===== src/rtl/cla_nibble_seq_ctrl_if.sv =====
// Start/Done handshake and operand/result bus between the datapath and cla_nibble_seq_ctrl.
interface cla_nibble_seq_ctrl_if #(
    parameter int WIDTH = 16
);
    logic             Start;
    logic [WIDTH-1:0] A;
    logic [WIDTH-1:0] B;
    logic             Cin;
    logic             Sub;
    logic             Busy;
    logic             Done;
    logic [WIDTH-1:0] Sum;
    logic             Cout;

    modport master (
        output Start, A, B, Cin, Sub,
        input  Busy, Done, Sum, Cout
    );

    modport slave (
        input  Start, A, B, Cin, Sub,
        output Busy, Done, Sum, Cout
    );
endinterface


===== src/rtl/cla_nibble_seq_ctrl.sv =====
// Time-shares one external 4-bit lookahead slice to add WIDTH-bit operands, one nibble per cycle.
// Optional subtract mode is enabled by defining CLA_SEQ_SUBTRACT_EN.
//
// state | meaning
// IDLE  | waiting for Start, slice inputs forced to 0
// RUN   | feeding nibble k to the slice, capturing its result
// DONE  | one-cycle result pulse; Start here chains the next operation
module cla_nibble_seq_ctrl #(
    parameter int WIDTH = 16
) (
    input  logic                 Clk,
    input  logic                 Reset,
    cla_nibble_seq_ctrl_if.slave bus,
    output logic [3:0]           slice_C,
    output logic [3:0]           slice_D,
    output logic                 slice_cin,
    input  logic [3:0]           slice_T,
    input  logic                 slice_cout
);
    localparam int NIB = WIDTH / 4;
    localparam int KW  = (NIB > 1) ? $clog2(NIB) : 1;
    localparam logic [KW-1:0] K_LAST = KW'(NIB - 1);

    typedef enum logic [1:0] {IDLE, RUN, DONE} state_t;

    state_t           state;
    logic [WIDTH-1:0] a_r;
    logic [WIDTH-1:0] b_r;
    logic [WIDTH-1:0] sum_r;
    logic             carry_r;
    logic             cout_r;
    logic             busy_r;
    logic             done_r;
    logic [KW-1:0]    k;

    logic [KW+1:0]    base;
    logic [3:0]       a_nib;
    logic [3:0]       b_nib;
    logic [3:0]       d_nib;
    logic             init_carry;

    assign base  = {k, 2'b00};
    assign a_nib = a_r[base +: 4];
    assign b_nib = b_r[base +: 4];

`ifdef CLA_SEQ_SUBTRACT_EN
    logic sub_r;
    // Two's-complement subtract: invert B and force the initial carry to 1.
    assign d_nib      = sub_r ? ~b_nib : b_nib;
    assign init_carry = bus.Sub ? 1'b1 : bus.Cin;
`else
    assign d_nib      = b_nib;
    assign init_carry = bus.Cin;
`endif

    assign slice_C   = (state == RUN) ? a_nib   : 4'h0;
    assign slice_D   = (state == RUN) ? d_nib   : 4'h0;
    assign slice_cin = (state == RUN) ? carry_r : 1'b0;

    assign bus.Busy = busy_r;
    assign bus.Done = done_r;
    assign bus.Sum  = sum_r;
    assign bus.Cout = cout_r;

    always_ff @(posedge Clk) begin
        if (Reset) begin
            state   <= IDLE;
            a_r     <= '0;
            b_r     <= '0;
            sum_r   <= '0;
            carry_r <= 1'b0;
            cout_r  <= 1'b0;
            busy_r  <= 1'b0;
            done_r  <= 1'b0;
            k       <= '0;
`ifdef CLA_SEQ_SUBTRACT_EN
            sub_r   <= 1'b0;
`endif
        end else begin
            case (state)
                IDLE, DONE: begin
                    done_r <= 1'b0;
                    if (bus.Start) begin
                        a_r     <= bus.A;
                        b_r     <= bus.B;
                        carry_r <= init_carry;
                        k       <= '0;
`ifdef CLA_SEQ_SUBTRACT_EN
                        sub_r   <= bus.Sub;
`endif
                        busy_r  <= 1'b1;
                        state   <= RUN;
                    end else begin
                        busy_r  <= 1'b0;
                        state   <= IDLE;
                    end
                end
                RUN: begin
                    sum_r[base +: 4] <= slice_T;
                    carry_r          <= slice_cout;
                    k                <= k + 1'b1;
                    if (k == K_LAST) begin
                        cout_r <= slice_cout;
                        busy_r <= 1'b0;
                        done_r <= 1'b1;
                        state  <= DONE;
                    end
                end
                default: begin
                    busy_r <= 1'b0;
                    done_r <= 1'b0;
                    state  <= IDLE;
                end
            endcase
        end
    end
endmodule


===== src/flat_wrapper.sv =====
// flat-port wrapper written by rule: the top's interface ports become plain ports
module cla_nibble_seq_ctrl_flat 
#(
    parameter int WIDTH = 16
)
  (Clk, Reset, slice_C, slice_D, slice_cin, slice_T, slice_cout, bus_Start, bus_A, bus_B, bus_Cin, bus_Sub, bus_Busy, bus_Done, bus_Sum, bus_Cout);
  cla_nibble_seq_ctrl_if #(.WIDTH(WIDTH)) bus_i ();
  input  logic Clk;
  input  logic Reset;
  output logic [3:0] slice_C;
  output logic [3:0] slice_D;
  output logic slice_cin;
  input  logic [3:0] slice_T;
  input  logic slice_cout;
  input wire logic [$bits(bus_i.Start)-1:0] bus_Start;
  input wire logic [$bits(bus_i.A)-1:0] bus_A;
  input wire logic [$bits(bus_i.B)-1:0] bus_B;
  input wire logic [$bits(bus_i.Cin)-1:0] bus_Cin;
  input wire logic [$bits(bus_i.Sub)-1:0] bus_Sub;
  output wire logic [$bits(bus_i.Busy)-1:0] bus_Busy;
  output wire logic [$bits(bus_i.Done)-1:0] bus_Done;
  output wire logic [$bits(bus_i.Sum)-1:0] bus_Sum;
  output wire logic [$bits(bus_i.Cout)-1:0] bus_Cout;
  assign bus_i.Start = bus_Start;
  assign bus_i.A = bus_A;
  assign bus_i.B = bus_B;
  assign bus_i.Cin = bus_Cin;
  assign bus_i.Sub = bus_Sub;
  assign bus_Busy = bus_i.Busy;
  assign bus_Done = bus_i.Done;
  assign bus_Sum = bus_i.Sum;
  assign bus_Cout = bus_i.Cout;
  cla_nibble_seq_ctrl #(.WIDTH(WIDTH)) u_core (.Clk(Clk), .Reset(Reset), .bus(bus_i), .slice_C(slice_C), .slice_D(slice_D), .slice_cin(slice_cin), .slice_T(slice_T), .slice_cout(slice_cout));
endmodule

===== config.mk =====
export PLATFORM = sky130hd
export DESIGN_NAME = cla_nibble_seq_ctrl_flat
export DESIGN_NICKNAME = d
export VERILOG_FILES = /design/src/rtl/cla_nibble_seq_ctrl_if.sv /design/src/rtl/cla_nibble_seq_ctrl.sv /design/src/flat_wrapper.sv
export SDC_FILE = /design/constraint.sdc
export NUM_CORES = 1
export LEC_CHECK = 0
export ABC_AREA = 1
export ABC_CLOCK_PERIOD_IN_PS = 1400
export BUFFER_PORTS_ARGS = -buffer_cell sky130_fd_sc_hd__buf_2
export CORE_ASPECT_RATIO = 0.5
export CORE_MARGIN = 3
export CORE_UTILIZATION = 45
export CTS_CLUSTER_SIZE = 20
export DETAILED_ROUTE_END_ITERATION = 6
export GPL_ROUTABILITY_DRIVEN = 0
export PLACE_DENSITY = 0.73
export SETUP_SLACK_MARGIN = 0.15
export SYNTH_ARGS = -nofsm -noshare
export SYNTH_HDL_FRONTEND = slang
export SYNTH_SLANG_ARGS = --single-unit

===== constraint.sdc =====
create_clock -name Clk -period 1.4 [get_ports Clk]
set_input_delay 0.28 -clock Clk [delete_from_list [all_inputs] [get_ports Clk]]
set_output_delay 0.28 -clock Clk [all_outputs]
set_load 0.01 [all_outputs]

# Word-level counts from Yosys, hierarchy flattened
# Cells that the tools add are included.
# totals
register_bits	56
inputBits	42
output_inout_bits	28
word_cells	42
# classes
n_addsub	2
eq_ne	5
n_shift	4
n_mux	14
bitwise_logic	1
reduce_logical	7
# ops
op	n
16-bit by 5-bit indexed part select with 4-bit output	2
16-bit bitwise mux	1
4-bit by 6-bit variable shift with 16-bit output (first input constant)	1
4-bit by 6-bit indexed part select with 16-bit output	1
4-bit 2-to-1 mux	2
2-bit one-hot mux with 2 select lines	2
4-bit negation with 6-bit output	1
2-bit AND reduction	3
1-bit 2-to-1 mux	5
2-bit == test (second input constant)	2
2-bit 2-to-1 mux	2
2-bit inequality test (second input constant)	2
1-bit one-hot mux with 2 select lines	2
2-bit OR reduction	2
2-bit by 1-bit adder with 2-bit output (second input constant)	1
2-bit by 1-bit == test with 1-bit output (second input constant)	1
2-bit logical NOT	1
2-bit nonzero test	1
1-bit inverter	1

# Depth between registers and ports, before layout
# Gate-level depths: netlist (run 1).
# depth
ltp_word	4
depth_mapped	10

# Worst setup path after synthesis (run 1)
# OpenSTA, ideal clock, no wires.
# synth_timing
path_kind	reg2reg
start	register u_core.k[0]
end	register u_core.sum_r[7], in the netlist u_core.bus.Sum[7]
t_arrival_ps	1442
t_required_ps	1330
setup_slack_ps	-113
path_stages_with_launch	9
period_less_slack_ps	1513
path_cell_list	dfxtp_1 > buf_6 > inv_2 > buf_6 > ha_1 > inv_1 > nor2_1 > nand3_1 > a21oi_1
# synth_between
elab_chain_len	3
elab_cells_between_ends	4
classes_between	add/sub: 1; shift: 2; mux: 1
# synth_rtl
item	line	text
start, declared	cla_nibble_seq_ctrl.sv:34	logic [KW-1:0] k;
start signal, assigned	cla_nibble_seq_ctrl.sv:101	k <= k + 1'b1;
4-bit negation with 6-bit output (*)	cla_nibble_seq_ctrl.sv:99	sum_r[base +: 4] <= slice_T;
4-bit by 6-bit indexed part select with 16-bit output or 4-bit by 6-bit variable shift with 16-bit output (tied branches)	cla_nibble_seq_ctrl.sv:99	
16-bit bitwise mux (*)	cla_nibble_seq_ctrl.sv:99	
end signal, assigned by index	cla_nibble_seq_ctrl.sv:99	
end, declared	cla_nibble_seq_ctrl.sv:29	logic [WIDTH-1:0] sum_r;
# Every way passes the cells marked *; elsewhere a longest branch is shown, timed or not.
# A chain may end at the register's enable or synchronous reset.

# Final worst setup path (run 1)
# layout_timing
start	register u_core.k[0]
end	output port slice_D[2]
# layout_between
elab_chain_len	2
# layout_rtl
item	line	text
16-bit by 5-bit indexed part select with 4-bit output	cla_nibble_seq_ctrl.sv:44	assign b_nib = b_r[base +: 4];
4-bit 2-to-1 mux	cla_nibble_seq_ctrl.sv:57	assign slice_D = (state == RUN) ? d_nib : 4'h0;
end, declared	flat_wrapper.sv:11	output logic [3:0] slice_D;
# Every way passes these cells.

==> results of run 1 <==
==> cell families after synthesis <==
kind of cell / share of synthesized area [%]
and+or+nand+nor: 29.4
AOI/OAI and AO/OA: 15.7
DFF: 44.0
buffers and inverters: 8.54
adders and majority gates: 2.45
==> sequential cells by signal (all words and copies together), names as in the netlist <==
signal and count:
u_core.k 2, u_core.bus.Sum 16, u_core.bus.Cout 1, u_core.b_r 16
u_core.state 2, u_core.bus.Busy 1, u_core.a_r 16, u_core.bus.Done 1
u_core.carry_r 1
==> metrics by stage <==
step | cell area [um^2] | hold slack [ns] | util, %
detailed placement | 2990 | 0.452 | 57.7
finish | 3580 | 0.232 | 69.2
floorplan | 2610 | 0.349 | -
global placement | 2990 | 0.447 | 57.7
CTS | 3400 | 0.230 | 65.7
global route | 3580 | 0.243 | 69.2
==> area by class of cell <==
class                   instances  area (um^2)  share of cell area, %
clock buffers                   6          139                   3.87
clock inverters                 2         38.8                   1.08
multi-input cells             262         1500                   42.0
inverters                      19          103                   2.86
repair buffers                 88          582                   16.2
flip-flops and latches         56         1130                   31.6
well taps                      70         87.6                   2.44
==> per-layer routing <==
| layer | track usage [%] | wire [um] | vias up |
|---|---|---|---|
| li1 | - | - | 1290 |
| met1 | 23.7 | 3070 | 1206 |
| met2 | 38.4 | 3740 | 78 |
| met3 | 4.49 | 350 | 9 |
| met4 | 7.19 | 89 | 0 |
| met5 | 0 | 0 | - |
==> cells in the mapped netlist (all sizes together) <==
cell	n	area [um^2]
nor3	2	10.0
nand2	35	146
inv	15	56.3
clkinv	4	15.0
a21oi	20	100
clkbuf	7	31.3
nor2	132	553
nand3	8	40.0
buf	10	115
o21a	1	7.51
ha	5	62.6
o22ai	1	6.26
dfxtp	56	1120
o21ai	57	285
==> worst paths after layout <==
kind	from	end	slack (ns)
setup / recovery	u_core.k[0]	slice_D[2]	-0.23
setup reg to reg	u_core.k[0]	u_core.bus.Sum[14]	-0.10
hold / removal	bus_B[0]	u_core.b_r[0]	0.23
hold reg to reg	u_core.bus.Busy	u_core.bus.Busy	0.46
==> where the power goes <==
| group | leakage, nW | total (mW) | internal (mW) | switching (mW) |
|---|---|---|---|---|
| Combinational | 0.960 | 0.871 | 0.371 | 0.501 |
| Sequential | 0.463 | 1.77 | 1.70 | 0.0741 |
| Clock | 0.0871 | 1.48 | 0.897 | 0.581 |
| Total | 1.51 | 4.12 | 2.96 | 1.16 |
==> what timing repair did <==
action | CTS | global route
pin swaps | 15 | 27
setup endpoints to repair | 28 | 31
setup buffers | 6 | 3
gates resized for setup | 50 | 34
cloned | 1 | 1
==> worst max-delay path, cell delays in order, from the launching register on <==
cell     delay [ns]
dfxtp_4        0.41
buf_12         0.15
nor2_4         0.03
nor2_2         0.12
o21ai_2        0.07
a21oi_2        0.13
buf_2          0.14
==> Implementation_results.wiki, run 1 <==
{| class="wikitable"
! Metric !! Value
|-
| Outcome || finished with violations
|-
| Violations in the final reports || negative setup slack
|-
| CTS Hold Bufs || 0
|-
| Static Leakage || 1.51 nW
|-
| Worst-case setup slack after placement || 0.0162 ns
|-
| Pin count of the biggest net entering global routing || 34
|-
| Number of library cell types mapped by synthesis || 24
|-
| Half-perimeter wire length after placement || 4280 um
|-
| Peak supply drop || 935 uV
|-
| Vias in the first global route || 2540
|-
| TritonCTS clock tree || yes
|-
| Total Power || 4.12 mW
|-
| Post-synth design cell area || 0.00255 mm^2
|-
| I/O pin cnt || 70
|-
| Depth of the worst hold-timing path || 3
|-
| Kind of start point of the critical path || flop
|-
| Grt ovf || 0
|-
| Gate count of the mapped netlist || 353
|-
| Final-stage net count || 479
|-
| Final routed DRC violation total || 0
|-
| Global router's overall resource usage || 20.5%
|-
| Final Max Tran Viols || 0
|-
| Worst-path clk slew || 0.07 ns
|-
| Fill count || 396
|-
| Clock tree root driver cell || clkbuf_16
|-
| Clock network latency to the later pin of the worst-skew pair || 0.29 ns
|-
| Setup violators final || 22
|-
| Data required time of the critical path || 1.12 ns
|-
| Most frequent standard cell in the layout excluding fill and tap cells || nor2_1
|-
| Relative slew slack || 81.8%
|-
| Crit Path Category || reg -> out
|-
| Worst setup slack after layout || -0.226 ns
|-
| Number of CTS-inserted buffers || 5
|-
| Type of the worst min-delay path || in -> reg
|-
| DIE AREA || 0.00666 mm^2
|-
| Flip-flop and latch count after synthesis || 56
|-
| Count of nets left with antenna violations after detail routing || 0
|-
| Global-route wire length before repair || 11000 um
|-
| Commonest cells after routing, fill and taps aside || 101 x nor2_1, 68 x buf_2, 52 x dfxtp_1
|-
| Endpoint arrival time on the critical path || 1.35 ns
|-
| CP endpoint kind || output port
|-
| Die Height || 59.2 um
|-
| Final Hold Violating Endpoints || 0
|-
| Final Routed Wirelength || 7250 um
|-
| Number of violations reported at the end of detailed-routing iteration 0 || 236
|-
| Initial antenna violation count || 0
|-
| F_max || 615 MHz
|-
| CTS H-tree depth || 2
|-
| Number of inserted diodes || 0
|-
| Max-cap violation count || 0
|-
| Core Rows || 18
|-
| Average routed wire per standard cell || 14.4 um
|-
| Fraction of final layout cells sized beyond drive strength 1 || 42.7%
|-
| Final instance count without filler cells || 503
|-
| Placed cell count || 484
|-
| Area of the core || 0.00518 mm^2
|-
| Number of sinks on the clock net || 56
|-
| Detail-routed via count per cell || 5.14
|-
| Syn-to-layout area delta || 40.6%
|-
| Post-synth net total || 400
|-
| Part of the Yosys area used for sequential elements || 44.0%
|-
| Mean Syn Cell Area || 7.22 um^2
|-
| Top fanout value on the critical path || 7
|-
| Die width || 112 um
|-
| Pwr dens || 1150 mW/mm^2
|-
| Final period demand of the worst path || 1.63 ns
|-
| Slew at the pin closest to its max-slew limit || 0.270 ns
|-
| Sum of negative setup slack || -2.25 ns
|-
| Maximum root-to-sink buffer count || 2
|-
| Final critical-path share of the clock period || 116%
|-
| Skew final || 0.00521 ns
|-
| Port bufs || 68
|-
| Setup repair after global routing missed its margin || yes
|-
| Routed vias || 2583
|-
| Effective utilization at floorplan || 49.2%
|-
| Warnings, synthesis || 0
|-
| Worst reg2reg path depth || 8
|-
| Number of search-and-repair iterations in the first detailed-routing pass || 4
|}
Power figures use the tool's default switching activity.
==> run 2: changes to the inputs <==
--- a/config.mk
+++ b/config.mk
@@ -10,11 +10,10 @@
 export BUFFER_PORTS_ARGS = -buffer_cell sky130_fd_sc_hd__buf_2
 export CORE_ASPECT_RATIO = 0.5
 export CORE_MARGIN = 3
-export CORE_UTILIZATION = 45
+export CORE_UTILIZATION = 31
 export CTS_CLUSTER_SIZE = 20
 export DETAILED_ROUTE_END_ITERATION = 6
 export GPL_ROUTABILITY_DRIVEN = 0
-export PLACE_DENSITY = 0.73
 export SETUP_SLACK_MARGIN = 0.15
 export SYNTH_ARGS = -nofsm -noshare
 export SYNTH_HDL_FRONTEND = slang
==> run 2 against run 1 <==
Effect of this change: the flow still finishes with violations (negative setup slack); sequential power barely moved; count of clock-buffer cells in the layout increased by 2; critical path depth did not move; worst hold slack worse by 0.0035 ns; final area decreased by 3.9%; wire length fell by 12%; global-route usage is 6.8 points lower; first-iteration DRC count fell by 55%; core utilization down 24 points; clock power fell by 15%; sequential share of layout area rose by 1.3 points; final cell count up 7.0%; highest routed layer unchanged.
==> Implementation_results.wiki, run 2 (synthesis gave the netlist of run 1 again) <==
{| class="wikitable"
! Metric !! Value
|-
| Outcome || finished with violations (unchanged)
|-
| Violations in the final reports || negative setup slack (unchanged)
|-
| Sw Share || 27.7% (was 28.1%)
|-
| Final Max Tran Viols || 0 (unchanged)
|-
| Max-cap violation count || 0 (unchanged)
|-
| Port bufs || 68 (unchanged)
|-
| Initial antenna violation count || 0 (unchanged)
|-
| Setup violators final || 13 (was 22)
|-
| Pwr dens || 1100 mW/mm^2 (was 1150 mW/mm^2)
|-
| Die Height || 70.1 um (was 59.2 um)
|-
| Critical Path Max Stage Delay || 0.41 ns (about the same)
|-
| CTS Hold Bufs || 0 (unchanged)
|-
| Syn-to-layout area delta || 35.1% (was 40.6%)
|-
| Net switching power of the design || 1.05 mW (was 1.16 mW)
|-
| Global router's overall resource usage || 13.6% (was 20.5%)
|-
| Global-route wire length before repair || 10500 um (was 11000 um)
|-
| Design Area, Final || 0.00345 mm^2 (was 0.00358 mm^2)
|-
| I/O pin cnt || 70 (unchanged)
|-
| Number of inserted diodes || 0 (unchanged)
|-
| Internal power summed over all cells || 2.74 mW (was 2.96 mW)
|-
| Most frequent standard cell in the layout excluding fill and tap cells || nor2_1 (unchanged)
|-
| Slowest stage cell on the critical path || dfxtp_4 (unchanged)
|-
| Final critical-path share of the clock period || 115% (was 116%)
|-
| Final-stage net count || 476 (was 479)
|-
| Area of the core || 0.00765 mm^2 (was 0.00518 mm^2)
|-
| DIE AREA || 0.00942 mm^2 (was 0.00666 mm^2)
|-
| Cell chain of the critical path || buf_12 > nor2_1 > nor2_1 > o21ai_1 > a21oi_2 > buf_2 (was buf_12 > nor2_4 > nor2_2 > o21ai_2 > a21oi_2 > buf_2)
|-
| Pin count of the biggest net entering global routing || 34 (unchanged)
|-
| Static Leakage || 1.45 nW (was 1.51 nW)
|-
| Number of violations reported at the end of detailed-routing iteration 0 || 106 (was 236)
|-
| Portion of total power attributed to sequential cells || 46.6% (was 43.0%)
|-
| Setup repair after global routing missed its margin || yes (unchanged)
|-
| Endpoint arrival time on the critical path || 1.33 ns (was 1.35 ns)
|-
| Crit Path Category || reg -> out (unchanged)
|-
| Clock network latency to the later pin of the worst-skew pair || 0.29 ns (about the same)
|-
| Detail-routed via count per cell || 4.49 (was 5.14)
|-
| Vias in the first global route || 2285 (was 2540)
|-
| Final Routed Wirelength || 6380 um (was 7250 um)
|-
| Final period demand of the worst path || 1.61 ns (was 1.63 ns)
|-
| Worst-path clk slew || 0.07 ns (about the same)
|-
| Top fanout value on the critical path || 7 (unchanged)
|-
| Number of search-and-repair iterations in the first detailed-routing pass || 4 (unchanged)
|-
| Combinational fraction of design power || 20.2% (was 21.2%)
|-
| Number of sinks on the clock net || 56 (unchanged)
|-
| Routed vias || 2413 (was 2583)
|-
| Core Rows || 22 (was 18)
|-
| F_max || 623 MHz (was 615 MHz)
|-
| Average routed wire per standard cell || 11.9 um (was 14.4 um)
|-
| Commonest cells after routing, fill and taps aside || 104 x nor2_1, 68 x buf_2, 52 x dfxtp_1 (was 101 x nor2_1, 68 x buf_2, 52 x dfxtp_1)
|-
| CTS H-tree depth || 2 (unchanged)
|-
| Die width || 134 um (was 112 um)
|-
| Grt ovf || 0 (unchanged)
|-
| Skew final || 0.00406 ns (was 0.00521 ns)
|-
| Number of CTS-inserted buffers || 5 (unchanged)
|-
| Total Power || 3.79 mW (was 4.12 mW)
|-
| Relative slew slack || 76.9% (was 81.8%)
|-
| Clock tree root driver cell || clkbuf_16 (unchanged)
|-
| Maximum root-to-sink buffer count || 2 (unchanged)
|-
| Final routed DRC violation total || 0 (unchanged)
|-
| Worst setup slack after layout || -0.206 ns (was -0.226 ns)
|-
| Effective utilization at floorplan || 33.3% (was 49.2%)
|-
| Final Hold Slack || 0.229 ns (was 0.232 ns)
|-
| Placed instance area || 0.00307 mm^2 (was 0.00299 mm^2)
|-
| Type of the worst min-delay path || in -> reg (unchanged)
|-
| Kind of start point of the critical path || flop (unchanged)
|-
| Slew at the pin closest to its max-slew limit || 0.346 ns (was 0.270 ns)
|-
| Fraction of final layout cells sized beyond drive strength 1 || 37.4% (was 42.7%)
|-
| Half-perimeter wire length after placement || 4460 um (was 4280 um)
|-
| Peak supply drop || 536 uV (was 935 uV)
|-
| TritonCTS clock tree || yes (unchanged)
|-
| CP endpoint kind || output port (unchanged)
|-
| Worst path most repeated cell || nor2_1
|-
| Data required time of the critical path || 1.12 ns (about the same)
|-
| Clock Power Share || 33.2% (was 35.9%)
|-
| Final Hold Violating Endpoints || 0 (unchanged)
|-
| Count of nets left with antenna violations after detail routing || 0 (unchanged)
|}
-- run 2: final cells by class --
cell class	instances	area (um^2)
fill	828	4210
multi-input combinational	262	1400
sequential	56	1130
timing repair buffer	85	542
clock buffer	8	146
tap	108	135
inverter	19	88.8
-- run 2: per-layer routing --
layer	GRT usage (%)	vias up	routed length (um)	share of wire (%)
met5	0	-	0	0
met4	3.05	0	42	0.66
met3	3.53	4	268	4.2
met2	23.0	38	2920	46
met1	17.6	1092	3140	49
li1	-	1279	-	-
-- run 2: power by group through the flow --
stage / combinational [mW] / clock [mW] / sequential [mW]
floorplan: 0.500 / 0 / 1.78
global placement: 0.666 / 0 / 1.79
detailed placement: 0.674 / 0 / 1.80
CTS: 0.711 / 1.30 / 1.76
global route: 0.864 / 1.37 / 1.78
finish: 0.765 / 1.26 / 1.76
-- run 2: worst max-delay path: cells and delay by family, from the launching register on --
family                 cells  cell delay [ns]
AO/OA/AOI/OAI              2             0.23
buffers and inverters      2             0.28
flip-flops                 1             0.41
AND/OR/NAND/NOR            2             0.11
-- run 2: stage by stage --
stage	util (%)	cells	setup WS, ns	TNS, ns
final	45.0	538	-0.206	-1.53
after global routing	45.0	538	-0.283	-2.77
after floorplan	-	353	0.0454	0
after CTS	43.2	536	-0.212	-1.60
after global placement	40.1	523	-0.0124	-0.0315
after detailed placement	40.1	523	-0.00648	-0.0203
-- run 2: path summary, 6_finish.rpt --
| check | from | to | slack (ns) | cells past startpoint |
|---|---|---|---|---|
| setup reg to reg | u_core.k[0] | u_core.bus.Sum[15] | -0.02 | 7 |
| hold / removal | bus_B[4] | u_core.b_r[4] | 0.23 | 3 |
| hold reg to reg | u_core.bus.Sum[7] | u_core.bus.Sum[7] | 0.47 | 2 |
| setup / recovery | u_core.k[0] | slice_D[1] | -0.21 | 6 |
-- run 2: what timing repair did --
| item | CTS | global route |
|---|---|---|
| pin swaps | 6 | 11 |
| resized for setup | 20 | 33 |
| gates cloned | 1 | 0 |
| setup endpoints to repair | 28 | 62 |
| setup buffers | 4 | 2 |
